==> config.mk <==
export PLATFORM = sky130hd
export DESIGN_NAME = param_shift_unit_flat
export DESIGN_NICKNAME = d
export VERILOG_FILES = /design/src/rtl/param_shift_unit_pkg.sv /design/src/rtl/param_shift_unit_if.sv /design/src/rtl/param_shift_unit_step.sv /design/src/rtl/param_shift_unit.sv /design/src/flat_wrapper.sv
export SDC_FILE = /design/constraint.sdc
export NUM_CORES = 1
export LEC_CHECK = 0
export ABC_AREA = 1
export BUFFER_PORTS_ARGS = -buffer_cell sky130_fd_sc_hd__buf_2
export CORE_MARGIN = 1.5
export CORE_UTILIZATION = 46
export DETAILED_ROUTE_END_ITERATION = 10
export PLACE_DENSITY = 0.75
export SYNTH_ARGS = -nofsm -noshare
export SYNTH_HDL_FRONTEND = slang
export SYNTH_SLANG_ARGS = --single-unit
==> constraint.sdc <==
create_clock -name clk -period 1.48 [get_ports clk]
set_input_delay 0.296 -clock clk [delete_from_list [all_inputs] [get_ports clk]]
set_output_delay 0.296 -clock clk [all_outputs]
set_load 0.01 [all_outputs]
==> src/rtl/param_shift_unit_pkg.sv <==
// shift_pkg: shift modes and FSM states shared by the shift unit files
package shift_pkg;
  typedef enum logic [1:0] {ASR = 2'd0, LSR = 2'd1, LSL = 2'd2, ROR = 2'd3} shift_mode_e;
  typedef enum logic [1:0] {IDLE = 2'd0, SHIFT = 2'd1, DONE = 2'd2} shift_state_e;
endpackage

==> src/rtl/param_shift_unit_if.sv <==
// param_shift_unit_if: command/data bus of the shift unit (sticky present only with SHIFT_STICKY_EN)
interface param_shift_unit_if #(
  parameter int W  = 8,
  parameter int CW = $clog2(W + 1)
);
  logic          load;
  logic [W-1:0]  data_in;
  logic          shift;
  logic          start;
  logic [CW-1:0] shamt;
  logic [1:0]    mode;
  logic          serial_in;
  logic [W-1:0]  data_out;
  logic          serial_out;
  logic          busy;
  logic          done;
`ifdef SHIFT_STICKY_EN
  logic          sticky;
  modport master (output load, data_in, shift, start, shamt, mode, serial_in,
                  input data_out, serial_out, busy, done, sticky);
  modport slave  (input load, data_in, shift, start, shamt, mode, serial_in,
                  output data_out, serial_out, busy, done, sticky);
`else
  modport master (output load, data_in, shift, start, shamt, mode, serial_in,
                  input data_out, serial_out, busy, done);
  modport slave  (input load, data_in, shift, start, shamt, mode, serial_in,
                  output data_out, serial_out, busy, done);
`endif
endinterface

==> src/rtl/param_shift_unit_step.sv <==
// shift_step: combinational one-step shifter returning the shifted value and the bit shifted out
module shift_step
  import shift_pkg::*;
#(
  parameter int W = 8
) (
  input  logic [W-1:0] b_i,
  input  shift_mode_e  mode_i,
  input  logic         serial_i,
  output logic [W-1:0] nxt_o,
  output logic         out_o
);
  // LSL is the only mode that drops the MSB; every other mode drops the LSB
  always_comb begin
    nxt_o = mode_i == ASR ? {b_i[W-1], b_i[W-1:1]} :
            mode_i == LSR ? {serial_i, b_i[W-1:1]} :
            mode_i == LSL ? {b_i[W-2:0], serial_i} :
                            {b_i[0], b_i[W-1:1]};
    out_o = mode_i == LSL ? b_i[W-1] : b_i[0];
  end
endmodule

==> src/rtl/param_shift_unit.sv <==
// param_shift_unit: W-bit four-mode shifter with immediate step and multi-cycle N-bit shift; optional SHIFT_STICKY_EN
module param_shift_unit
  import shift_pkg::*;
#(
  parameter  int W  = 8,
  localparam int CW = $clog2(W + 1)
) (
  input logic               clk,
  input logic               rst,
  param_shift_unit_if.slave bus
);
  shift_state_e  state_q, state_d;
  shift_mode_e   mode_q, mode_d, step_mode;
  logic [W-1:0]  data_q, data_d, step_nxt;
  logic [CW-1:0] cnt_q, cnt_d, amt;
  logic          sout_q, sout_d, step_out, stepping;
  assign amt       = bus.shamt > CW'(W) ? CW'(W) : bus.shamt;
  assign step_mode = state_q == IDLE ? shift_mode_e'(bus.mode) : mode_q;
  assign stepping  = (state_q == IDLE && bus.shift) || state_q == SHIFT;
  shift_step #(.W(W)) u_step (
    .b_i     (data_q),
    .mode_i  (step_mode),
    .serial_i(bus.serial_in),
    .nxt_o   (step_nxt),
    .out_o   (step_out)
  );
  // next state: shift beats load beats start in IDLE; commands are ignored outside IDLE
  always_comb begin
    data_d  = data_q;
    sout_d  = sout_q;
    cnt_d   = cnt_q;
    mode_d  = mode_q;
    state_d = state_q;
    if (stepping) begin
      data_d = step_nxt;
      sout_d = step_out;
    end
    if (state_q == SHIFT) begin
      cnt_d   = cnt_q - 1'b1;
      state_d = cnt_q == CW'(1) ? DONE : SHIFT;
    end else if (state_q == DONE) begin
      state_d = IDLE;
    end else if (!bus.shift && bus.load) begin
      data_d = bus.data_in;
    end else if (!bus.shift && bus.start) begin
      mode_d  = shift_mode_e'(bus.mode);
      cnt_d   = amt;
      state_d = amt != '0 ? SHIFT : DONE;
    end
  end
  // state, data and counter registers
  always_ff @(posedge clk) begin
    if (rst) begin
      state_q <= IDLE;
      mode_q  <= ASR;
      data_q  <= '0;
      cnt_q   <= '0;
      sout_q  <= 1'b0;
    end else begin
      state_q <= state_d;
      mode_q  <= mode_d;
      data_q  <= data_d;
      cnt_q   <= cnt_d;
      sout_q  <= sout_d;
    end
  end
  assign bus.data_out   = data_q;
  assign bus.serial_out = sout_q;
  assign bus.busy       = state_q == SHIFT;
  assign bus.done       = state_q == DONE;
`ifdef SHIFT_STICKY_EN
  logic sticky_q, sticky_d, sticky_clr;
  assign sticky_clr = state_q == IDLE && !bus.shift && (bus.load || bus.start);
  assign sticky_d   = sticky_clr ? 1'b0 : stepping ? sticky_q | step_out : sticky_q;
  // sticky accumulates every shifted-out bit until the next load or start
  always_ff @(posedge clk) begin
    if (rst) sticky_q <= 1'b0;
    else     sticky_q <= sticky_d;
  end
  assign bus.sticky = sticky_q;
`endif
endmodule

==> src/flat_wrapper.sv <==
// flat-port wrapper written by rule: the top's interface ports become plain ports
module param_shift_unit_flat import shift_pkg::*;
#(
  parameter  int W  = 8,
  localparam int CW = $clog2(W + 1)
)
  (clk, rst, bus_load, bus_data_in, bus_shift, bus_start, bus_shamt, bus_mode, bus_serial_in, bus_data_out, bus_serial_out, bus_busy, bus_done);
  param_shift_unit_if #(.W(W)) bus_i ();
  input logic clk;
  input logic rst;
  input wire logic [$bits(bus_i.load)-1:0] bus_load;
  input wire logic [$bits(bus_i.data_in)-1:0] bus_data_in;
  input wire logic [$bits(bus_i.shift)-1:0] bus_shift;
  input wire logic [$bits(bus_i.start)-1:0] bus_start;
  input wire logic [$bits(bus_i.shamt)-1:0] bus_shamt;
  input wire logic [$bits(bus_i.mode)-1:0] bus_mode;
  input wire logic [$bits(bus_i.serial_in)-1:0] bus_serial_in;
  output wire logic [$bits(bus_i.data_out)-1:0] bus_data_out;
  output wire logic [$bits(bus_i.serial_out)-1:0] bus_serial_out;
  output wire logic [$bits(bus_i.busy)-1:0] bus_busy;
  output wire logic [$bits(bus_i.done)-1:0] bus_done;
  assign bus_i.load = bus_load;
  assign bus_i.data_in = bus_data_in;
  assign bus_i.shift = bus_shift;
  assign bus_i.start = bus_start;
  assign bus_i.shamt = bus_shamt;
  assign bus_i.mode = bus_mode;
  assign bus_i.serial_in = bus_serial_in;
  assign bus_data_out = bus_i.data_out;
  assign bus_serial_out = bus_i.serial_out;
  assign bus_busy = bus_i.busy;
  assign bus_done = bus_i.done;
  param_shift_unit #(.W(W)) u_core (.clk(clk), .rst(rst), .bus(bus_i));
endmodule
After elaboration in Yosys (flattened, before gate mapping)

Cells that the tools add are included.

Register bits: 17
Input bits: 20
Word-level logic and storage cells: 51

Multiplexer cells: 20
Add/sub/neg operators: 1
Equal/unequal tests: 8
Reduce and logical (&&, ||, !) cells: 13
Bitwise operators: 3
$lt $le $gt $ge: 1

Operator list:

| cell                | number |
|---|---|
| $mux 8              | 7 |
| $mux 4              | 5 |
| $mux 2              | 7 |
| $eq 2x1->1 const B  | 2 |
| $eq 2x2->1 const B  | 2 |
| $eq 4x1->1 const B  | 1 |
| $gt 4x4->1 const B  | 1 |
| $logic_not 2->1     | 2 |
| $ne 2x2->1 const B  | 2 |
| $reduce_and 4->1    | 1 |
| $reduce_bool 4->1   | 1 |
| $sub 4x1->4 const B | 1 |
| $logic_and 1x1->1   | 3 |
| $ne 3x3->1 const B  | 1 |
| $not 1->1           | 3 |
| $reduce_and 3->1    | 1 |
| $reduce_bool 3->1   | 1 |
| $reduce_and 2->1    | 1 |
| $reduce_bool 2->1   | 1 |
| $logic_not 1->1     | 1 |
| $logic_or 1x1->1    | 1 |
| $mux 1              | 1 |

Logic depth before layout (Yosys ltp)

Gate-level depths: netlist (run 1).

Depth in word-level cells: 10
Depth in mapped cells: 10
Mapped depth without buffers: 10

Hierarchy

A second synthesis (run 1) with hierarchy kept.

Cells, all modules: 165
Area total of the unflattened synthesis: 1083.5 um^2

By module, submodules not included:

| module           | instances | cells an instance | sequential area each (um^2) | area an instance (um^2) |
|---|---|---|---|---|
| param_shift_unit | 1         | 133               | 340.3                       | 933.4 |
| shift_step       | 1         | 32                | 0.0                         | 150.1 |

Worst setup path before layout (run 1)

No wires, ideal clock.

Path type: register to register
Start: register u_core.state_q[1]
End: register u_core.data_q[6] (netlist: u_core.bus.data_out[6])
Setup time: 122 ps
Path slack: 42 ps
Period minus slack after synthesis: 1438 ps
Arrival: 1316 ps
Stages on the path, launching flop included: 8
Path buffers: 1
Cells stage by stage: dfxtp_1 > inv_1 > ha_1 > nor2_2 > nand3_2 > buf_2 > o21ai_0 > a21oi_2

RTL lines:

| item                   | RTL line               | text |
|---|---|---|
| from (decl)            | param_shift_unit.sv:12 | `shift_state_e state_q, state_d;` |
| from (signal assigned) | param_shift_unit.sv:60 | `state_q <= state_d;` |
| $eq 2x1->1 (*)         | n/a                    |  |
| named net bus_busy     | flat_wrapper.sv:20     | `output wire logic [$bits(bus_i.busy)-1:0] bus_busy;` |
| $logic_or 1x1->1       | param_shift_unit.sv:19 | `assign stepping = (state_q == IDLE && bus.shift) \|\| state_q == SHIFT;` |
| $mux 8                 | param_shift_unit.sv:34 | `if (stepping) begin` |
| $mux 8                 | param_shift_unit.sv:43 | `end else if (!bus.shift && bus.load) begin` |
| $mux 8                 | param_shift_unit.sv:41 | `end else if (state_q == DONE) begin` |
| $mux 8 (*)             | param_shift_unit.sv:38 | `if (state_q == SHIFT) begin` |
| to (signal assigned)   | param_shift_unit.sv:62 | `data_q <= data_d;` |
| to (decl)              | param_shift_unit.sv:14 | `logic [W-1:0] data_q, data_d, step_nxt;` |

Mark *: on every way through the listed nets, which the timed path passes. The rest lies on a longest branch.
A chain may end at the register's enable or synchronous reset.

Final worst setup path (run 1)

Start: register u_core.state_q[1]
End: output bus_busy

Cells in the longest elaborated chain, start to end: 1

RTL lines:

| item       | RTL line               | text |
|---|---|---|
| $eq 2x1->1 | param_shift_unit.sv:69 | `assign bus.busy = state_q == SHIFT;` |
| to (decl)  | flat_wrapper.sv:20     |  |

No other way between the ends.

==> results_dict.tcl, run 1 <==
set metrics [dict create \
    status "complete, no violations" \
    grt_pass1_vias 1096 \
    hpwlAfterDp_um 2080 \
    hold_start "rst" \
    finalInstanceArea_um2 1530 \
    synth_top_area_frac 0.299 \
    ys_warn_count 0 \
    cts_buffers 3 \
    rows 17 \
    rsz0062_at_grt "yes" \
    io_pins 31 \
    drt_first_pass_iters 5 \
    cp-start-kind "flop" \
    via_count 1296 \
    met3WireLength_um 170 \
    cts_sinks 17 \
    crit_top_cell "buf_6" \
    die-area_um2 2780 \
    synth_area_um2 1140 \
    grt_max_degree 17 \
    diodes 0 \
    slew-limit-headroom 0.821 \
    areaGrowthSynthToFinish_pct 34.5 \
    worstPathArrival_ns 1.15 \
    slew_violations 0 \
    fin_skew_ns 0.00825 \
    synth-seq-cells 17 \
    async_flop_share 0 \
    top_layer "met4" \
    place_congestion 0.783 \
    timing.fmax_mhz 693 \
    netlist_instances 182 \
    powerDensity_nw_per_um2 2090 \
    end_kind "output pin" \
    clk_pin_slew_ns 0.12 \
    cts_tree "done" \
    synth_compound_area_frac 0.211 \
    dieHeight_um 52.7 \
    slowest_delay_ns 0.37 \
    ir_worst_vdd_mv 1.55 \
    antenna_found_initial 0 \
    muxShareOfSynthArea 0 \
    drc 0 \
    setup_total_negative_slack_ns 0 \
    synth_common_cells "inv_1, nand2_1, o21ai_0" \
    worst-path-max-fanout 3 \
    cp_cell_sequence "inv_4, ha_4, buf_6, buf_6" \
    min_path_type "input port to flop" \
    critPathKind "flop to output pin" \
    routed_wl_um 2970 \
    core_area_um2 2280 \
    setup_viol 0 \
    synth_xor_area_frac 0 \
    clockBufferDepth 2 \
    startpoint "u_core.state_q[1]" \
    synth_cell_types 22 \
    p_total_mw 3.20 \
    die_x_um 52.7 \
    crit_required_ns 1.18 \
    yosys-top-cells-area "dfxtp_1, inv_1, nand2_1" \
    max_cap_viol_count 0 \
    synth_fa_ha_area_frac 0.0550 \
    yosys.area_share.simple 0.275 \
    synth-edff-count 0 \
    syn_avg_cell_area_um2 6.25 \
    drt-vias-per-instance 5.18 \
    layout_min_cycle_time_ns 1.44 \
    wl_met1_um 1310 \
    yosysSeqAreaShare 0.299 \
    tightest_slew_ns 0.269 \
    routedWlPerCell_um 11.9 \
    place_area_um2 1350 \
    nets 248 \
    grt_pass1_wl_um 4510 \
    ant_nets 0 \
    hold_viol_final 0 \
    route.met2.wl_um 1450 \
    gr-total-overflow 0 \
    initial_core_util 0.500 \
    drtIter0Drc 46 \
    drive_gt1_frac 0.288 \
    cts_root_buffer "clkbuf_4" \
    power.static_leakage_nw 0.780 \
    synth_fp_nets 207 \
    synth_top_family_by_area "simple AND/OR/NAND/NOR gates" \
    insertion_delay_ns 0.30 \
    port_buffers 30 \
    ys.flop_type "dfxtp_1" \
    yosysMostFrequentCell "inv_1" \
    slowest_stage "dfxtp_2" \
    track_usage 0.219 \
    cts_max_level 1 \
    reg2reg_from "u_core.state_q[0]" \
    yosys.area.top_type "dfxtp_1" \
    period_share 0.975 \
]
[logic make-up after synthesis]
group,Yosys count
simple gates,70
flops,17
buf+inv,46
compound gates,44
fa+ha+maj,5
[worst paths after layout]
check | depth (start not counted) | endpoint | slack [ns]
hold / removal | 2 | u_core.state_q[0] | 0.19
hold reg to reg | 2 | u_core.cnt_q[2] | 0.49
setup reg to reg | 10 | u_core.bus.serial_out | 0.09
setup / recovery | 4 | bus_busy | 0.04
[per-layer routing]
metal | up-vias | global-route usage
li1 | 660 | -
met1 | 588 | 0.264
met2 | 44 | 0.373
met3 | 4 | 0.0600
met4 | 0 | 0.0684
met5 | - | 0
[layout by cell type, fill, tap and decap left out, drive strengths merged]
master / count
a21oi: 16
buf: 37
clkbuf: 3
clkinvlp: 1
dfxtp: 17
ha: 5
inv: 43
nand2: 44
nand3: 17
nand4: 3
nor2: 8
o21ai: 25
o21bai: 1
o22ai: 2
[critical path: cells and delay by family (launching register included)]
| kind | cells | cell delay (ns) |
|---|---|---|
| fa+ha+maj | 1 | 0.18 |
| flops | 1 | 0.37 |
| buf+inv | 3 | 0.28 |
[stage by stage]
stage                     worst slack, ns  std cells   util  hold slack (ns)
after floorplan                    0.0419        182      -            0.365
after global placement             0.0149        242  0.594            0.462
after detailed placement          -0.0676        242  0.594            0.464
after CTS                         -0.0174        247  0.620            0.175
after global routing             -0.00952        250  0.672            0.176
final                              0.0374        250  0.672            0.185
[sequential cells by signal, indices dropped and copies added, names as in the netlist]
signal	cells
u_core.bus.data_out	8
u_core.bus.serial_out	1
u_core.cnt_q	4
u_core.mode_q	2
u_core.state_q	2
[layout make-up]
class,count,area [um2]
Fill cell,195,746
Sequential cell,17,345
Clock inverter,1,7.51
Timing Repair Buffer,37,225
Inverter,43,176
Tap cell,28,35.0
Multi-Input combinational cell,121,718
Clock buffer,3,22.5
[report_power, final]
part	leakage (nW)	switching (mW)	internal (mW)	total, mW
Sequential	0.141	0.112	0.628	0.740
Clock	0.0139	0.168	0.103	0.271
Combinational	0.625	1.30	0.892	2.19
[what timing repair did]
action | in CTS | in global routing
cloned | 0 | 2
buffers inserted | 1 | 1
pin swaps | 0 | 9
resized for setup | 6 | 24
setup endpoints to repair | 10 | 13
hold buffers | 0 | 0
Note: power is estimated with default switching activity, not from simulation.
==> inputs of run 2 (changes only) <==
- ABC_AREA: 1 -> unset
- PLACE_DENSITY: 0.75 -> 0.76
- TNS_END_PERCENT: unset -> 5
==> run 2 against run 1 <==
Effect of this change: the flow now finishes with violations (negative setup slack); critical path depth rose by 2; setup slack got worse by 0.16 ns; sequential share of layout area up 0.34 points; die area down 2.9%; largest cell class unchanged.
==> results_dict.tcl, run 2 <==
set metrics [dict create \
    ff2ff_path_depth 6 \
    min_path_type "input port to flop" \
    dieHeight_um 52.0 \
    fin_ws_ns -0.124 \
    cts_buffers 3 \
    cts_root_buffer "clkbuf_4" \
    final_common_cell "buf_2" \
    rr_endpoint "u_core.bus.data_out[7]" \
    worstPathArrival_ns 1.81 \
    port_buffers 30 \
    synth_cell_types 38 \
    cts_tree "done" \
    synth_common_cells "dfxtp_1, o21ai_0, a211oi_1, a21oi_1" \
    drive_gt1_frac 0.427 \
    path_depth 6 \
    gr-total-overflow 0 \
    synth-edff-count 0 \
    cts_max_level 1 \
    rows 17 \
    diodes 0 \
    drtIter0Drc 22 \
    yosysMostFrequentCell "dfxtp_1" \
    drc 0 \
    worst-path-max-fanout 5 \
    die-area_um2 2700 \
    whs_path_depth 3 \
    syn_avg_cell_area_um2 8.48 \
    track_usage 0.234 \
    cts_sinks 17 \
    place_congestion 0.799 \
    initial_core_util 0.494 \
    clockBufferDepth 2 \
    cp-start-kind "flop" \
    timing.fmax_mhz 623 \
    yosys.area.top_type "dfxtp_1" \
    synth_fp_nets 155 \
    hold_viol_final 0 \
    synth_top_area_frac 0.309 \
    slowest_stage "dfxtp_2" \
    routed_wl_um 2780 \
    netlist_instances 130 \
    min_to "u_core.bus.data_out[3]" \
    hpwlAfterDp_um 2210 \
    fin_cells 206 \
    dp_cells 202 \
    areaGrowthSynthToFinish_pct 35.8 \
    r2r_slack_ns -0.12 \
    timing.hold.ws_ns 0.234 \
    holdBufCountCts 0 \
    final_cell_mix "buf_2, buf_4, dfxtp_1" \
    routedWlPerCell_um 13.5 \
    yosysSeqAreaShare 0.309 \
    fin_util 0.670 \
    period_share 1.08 \
    grt_max_degree 18 \
    async_flop_share 0 \
    startpoint "u_core.state_q[0]" \
    via_count 1150 \
    slowest_delay_ns 0.36 \
    nets 204 \
    drt-vias-per-instance 5.58 \
    ys.flop_type "dfxtp_1" \
    antenna_found_initial 0 \
    setup_viol 8 \
    path_buf_inv 1 \
    layout_min_cycle_time_ns 1.60 \
    power.static_leakage_nw 0.614 \
    die_x_um 52.0 \
    crit_required_ns 1.69 \
    rsz0062_at_grt "yes" \
    clk_pin_slew_ns 0.11 \
    core_area_um2 2230 \
    violations "negative setup slack" \
    ir_worst_vdd_mv 1.07 \
    powerDensity_nw_per_um2 1750 \
    largest_register_ffs 8 \
    max_cap_viol_count 0 \
    grt_pass1_vias 1105 \
    fin_skew_ns 0.0118 \
    tightest_slew_ns 0.364 \
    grt_pass1_wl_um 4710 \
    hold_start "bus_data_in[3]" \
    drt_first_pass_iters 4 \
    synth-seq-cells 17 \
    io_pins 31 \
    status "complete, but fails checks" \
    ant_nets 0 \
    cpLargestDelayFamily "multiplexers" \
    insertion_delay_ns 0.30 \
    slew_violations 0 \
    synth_area_um2 1100 \
    cp_cell_sequence "inv_2, ha_4, mux2_4, mux2i_1, or3_1, a311oi_1" \
    ys_warn_count 0 \
    slew-limit-headroom 0.756 \
    yosys-top-cells-area "dfxtp_1, a211oi_1, ha_1" \
    end_kind "flop" \
    critPathKind "flop to flop" \
    reg2reg_from "u_core.state_q[0]" \
]
==> run 2: cell types whose count changed after synthesis, sizes merged, moves of 3 or more <==
| cell | before | now |
|---|---|---|
| nand3 | 16 | 3 |
| a211oi | 0 | 9 |
| nor3b | 0 | 9 |
| nand2 | 43 | 7 |
| inv | 43 | 7 |
| a21oi | 16 | 10 |
| nand4 | 3 | 0 |
| nand3b | 0 | 7 |
| o21ai | 25 | 19 |
==> run 2: worst min-delay path: stages <==
cell and delay, ns:
buf_2 0.07, nand3b_1 0.07, o21ai_1 0.07
==> run 2: report_power, final <==
part | leakage (nW) | internal [mW] | switching, mW
logic | 0.458 | 0.819 | 0.784
registers | 0.141 | 0.615 | 0.147
clock network | 0.0150 | 0.105 | 0.151
total | 0.614 | 1.54 | 1.08
==> run 2: metal layers <==
layer	part of all wire	wire [um]	vias to the layer above	global-route usage
met5	0	0	-	0
met4	0.014	38	0	0.114
met3	0.036	99	4	0.0374
met2	0.52	1440	21	0.424
met1	0.43	1200	544	0.261
li1	-	-	581	-
==> run 2: worst max path at each step <==
stage,to,slack [ns]
after floorplan,u_core.bus.serial_out,-0.16
after global placement,u_core.bus.data_out[7],-0.06
after detailed placement,u_core.bus.data_out[7],-0.10
after CTS,u_core.bus.data_out[7],-0.13
after global routing,u_core.bus.data_out[7],-0.18
final,u_core.bus.data_out[7],-0.12
==> run 2: cells by family after synthesis <==
family | after synthesis | share of synthesized area
and+or+nand+nor | 45 | 0.269
muxes | 3 | 0.0284
buffers and inverters | 12 | 0.0613
AOI/OAI and AO/OA | 48 | 0.276
DFF | 17 | 0.309
adders and majority gates | 5 | 0.0568
==> run 2: cell type report <==
class                   count  area, um2
multi-input cells         101        762
fillers                   201        737
flip-flops and latches     17        343
repair buffers             49        304
well taps                  28       35.0
clock buffers               4       26.3
inverters                   7       26.3
==> run 2: timing repair <==
action,4_1_cts,5_1_grt
gates resized for setup,4,2
pin swaps,1,1
endpoints found under the setup margin,17,19
setup buffers,0,0
==> run 2: through the flow <==
| step | total power, mW | area, um2 | worst slack [ns] | TNS [ns] |
|---|---|---|---|---|
| 3_3_place_gp | 2.30 | 1450 | -0.0640 | -0.390 |
| 5_1_grt | 2.85 | 1500 | -0.180 | -1.57 |
| 2_1_floorplan | 1.77 | 1160 | -0.161 | -1.58 |
| 3_5_place_dp | 2.36 | 1450 | -0.104 | -0.672 |
| 6_report | 2.62 | 1500 | -0.124 | -0.348 |
| 4_1_cts | 2.63 | 1490 | -0.125 | -0.438 |
==> inputs of run 3 (changes only) <==
- CORE_UTILIZATION: 46 -> 55
- PLACE_DENSITY: 0.76 -> 0.85
- clock period: 1.48 -> 2 ns (I/O delays scaled with it)
==> run 3 against run 2 <==
Effect of this change: the flow now finishes without violations; critical path depth stayed put; non-clock buffer count is 13 lower; count of clock-buffer cells in the layout is 1 lower; combinational power is 42% lower; via count is 1.0% higher; critical path type unchanged; critical endpoint unchanged; highest routed layer unchanged.
==> results_dict.tcl, run 3 (same netlist as run 2, synthesis figures left out) <==
set metrics [dict create \
    insertion_delay_ns 0.30 \
    setup_total_negative_slack_ns 0 \
    slew-limit-headroom 0.694 \
    critPathKind "flop to flop" \
    worst-path-max-fanout 5 \
    final_common_cell "buf_2" \
    cts_buffers 3 \
    drive_gt1_frac 0.297 \
    r2r_slack_ns 0.12 \
    max_cap_viol_count 0 \
    post-place-ws_ns 0.172 \
    min_path_type "input port to flop" \
    powerDensity_nw_per_um2 1280 \
    nets 191 \
    die_x_um 47.8 \
    drt-vias-per-instance 6.05 \
    cts_max_level 1 \
    tightest_slew_ns 0.458 \
    dieHeight_um 47.8 \
    hold_viol_final 0 \
    fillCellCount 170 \
    seq_area_um2 340 \
    ir_worst_vdd_mv 0.646 \
    period_share 0.941 \
    clockBufferDepth 2 \
    die-area_um2 2280 \
    place_congestion 0.881 \
    crit_required_ns 2.22 \
    drt_first_pass_iters 4 \
    multiInputGateArea_um2 694 \
    rows 16 \
    grt_max_degree 19 \
    fin_ws_ns 0.118 \
    track_usage 0.267 \
    layout_min_cycle_time_ns 1.88 \
    fin_cells 192 \
    clk_pin_slew_ns 0.11 \
    gr-total-overflow 0 \
    ant_nets 0 \
    power.static_leakage_nw 0.534 \
    hpwlAfterDp_um 2180 \
    worstPathArrival_ns 2.10 \
    p_total_mw 1.68 \
    cts_tree "done" \
    drtIter0Drc 24 \
    cp-start-kind "flop" \
    cts-resized-gates 0 \
    dp_cells 188 \
    holdBufCountCts 0 \
    status "complete, no violations" \
    routedWlPerCell_um 14.7 \
    grt_pass1_wl_um 4310 \
    timing.hold.ws_ns 0.341 \
    rsz0062_at_grt "no" \
    cts_sinks 17 \
    diodes 0 \
    timing.fmax_mhz 531 \
    slew_violations 0 \
    grt_pass1_vias 988 \
    initial_core_util 0.574 \
    fin_skew_ns 0.00166 \
    antenna_found_initial 0 \
    final_cell_mix "buf_2, dfxtp_1, o21ai_0" \
    largest_register_ffs 8 \
    areaGrowthSynthToFinish_pct 19.5 \
    setup_viol 0 \
    drc 0 \
    io_pins 31 \
    cts_setup_buffers 0 \
    routed_wl_um 2830 \
    cts_root_buffer "clkbuf_4" \
    port_buffers 30 \
    core_area_um2 1920 \
    end_kind "flop" \
    via_count 1162 \
]
==> run 3: changes by cell type in the layout (fill, tap and decap cells not counted), moves of 2 or more <==
cell / change
dfxtp_2: -2
inv_1: +2
a211oi_2: -7
ha_1: +2
a211oi_1: +7
dfxtp_1: +2
buf_6: -3
buf_4: -10
inv_2: -2
==> run 3: per-layer routing <==
metal	GRT usage	up-vias	part of all wire
met5	0	-	0
met2	0.493	49	0.54
li1	-	556	-
met1	0.307	547	0.39
met4	0.103	0	0.025
met3	0.0340	10	0.046
==> run 3: path summary, 6_finish.rpt <==
path,from,endpoint,cells after the start
setup / recovery,u_core.state_q[1],u_core.bus.data_out[7],6
hold reg to reg,u_core.cnt_q[1],u_core.cnt_q[1],2
hold / removal,bus_data_in[3],u_core.bus.data_out[3],3
setup reg to reg,u_core.state_q[1],u_core.bus.data_out[7],6
==> run 3: worst max-delay path: stages, from the launching register on <==
cell	delay, ns
dfxtp_1	0.33
inv_1	0.10
ha_1	0.30
mux2_2	0.41
mux2i_1	0.14
or3_1	0.32
a311oi_1	0.20
==> run 3: power breakdown <==
group / internal, mW / leakage, nW / switching (mW) / total [mW]
sequential: 0.451 / 0.140 / 0.102 / 0.554
combinational: 0.407 / 0.377 / 0.528 / 0.936
clock: 0.0745 / 0.0177 / 0.121 / 0.195
total: 0.933 / 0.534 / 0.752 / 1.68
==> run 3: layout make-up <==
class / instances / area share
multi-input combinational: 101 / 0.527
sequential: 17 / 0.258
timing repair buffer: 36 / 0.148
tap: 27 / 0.0256
inverter: 7 / 0.0199
clock buffer: 3 / 0.0171
clock inverter: 1 / 0.00380
==> run 3: per-stage QoR <==
step           utilization  area, um2
3_3_place_gp         0.671       1290
4_1_cts              0.686       1320
5_1_grt              0.686       1320
6_report             0.686       1320
3_5_place_dp         0.671       1290
2_1_floorplan            -       1100
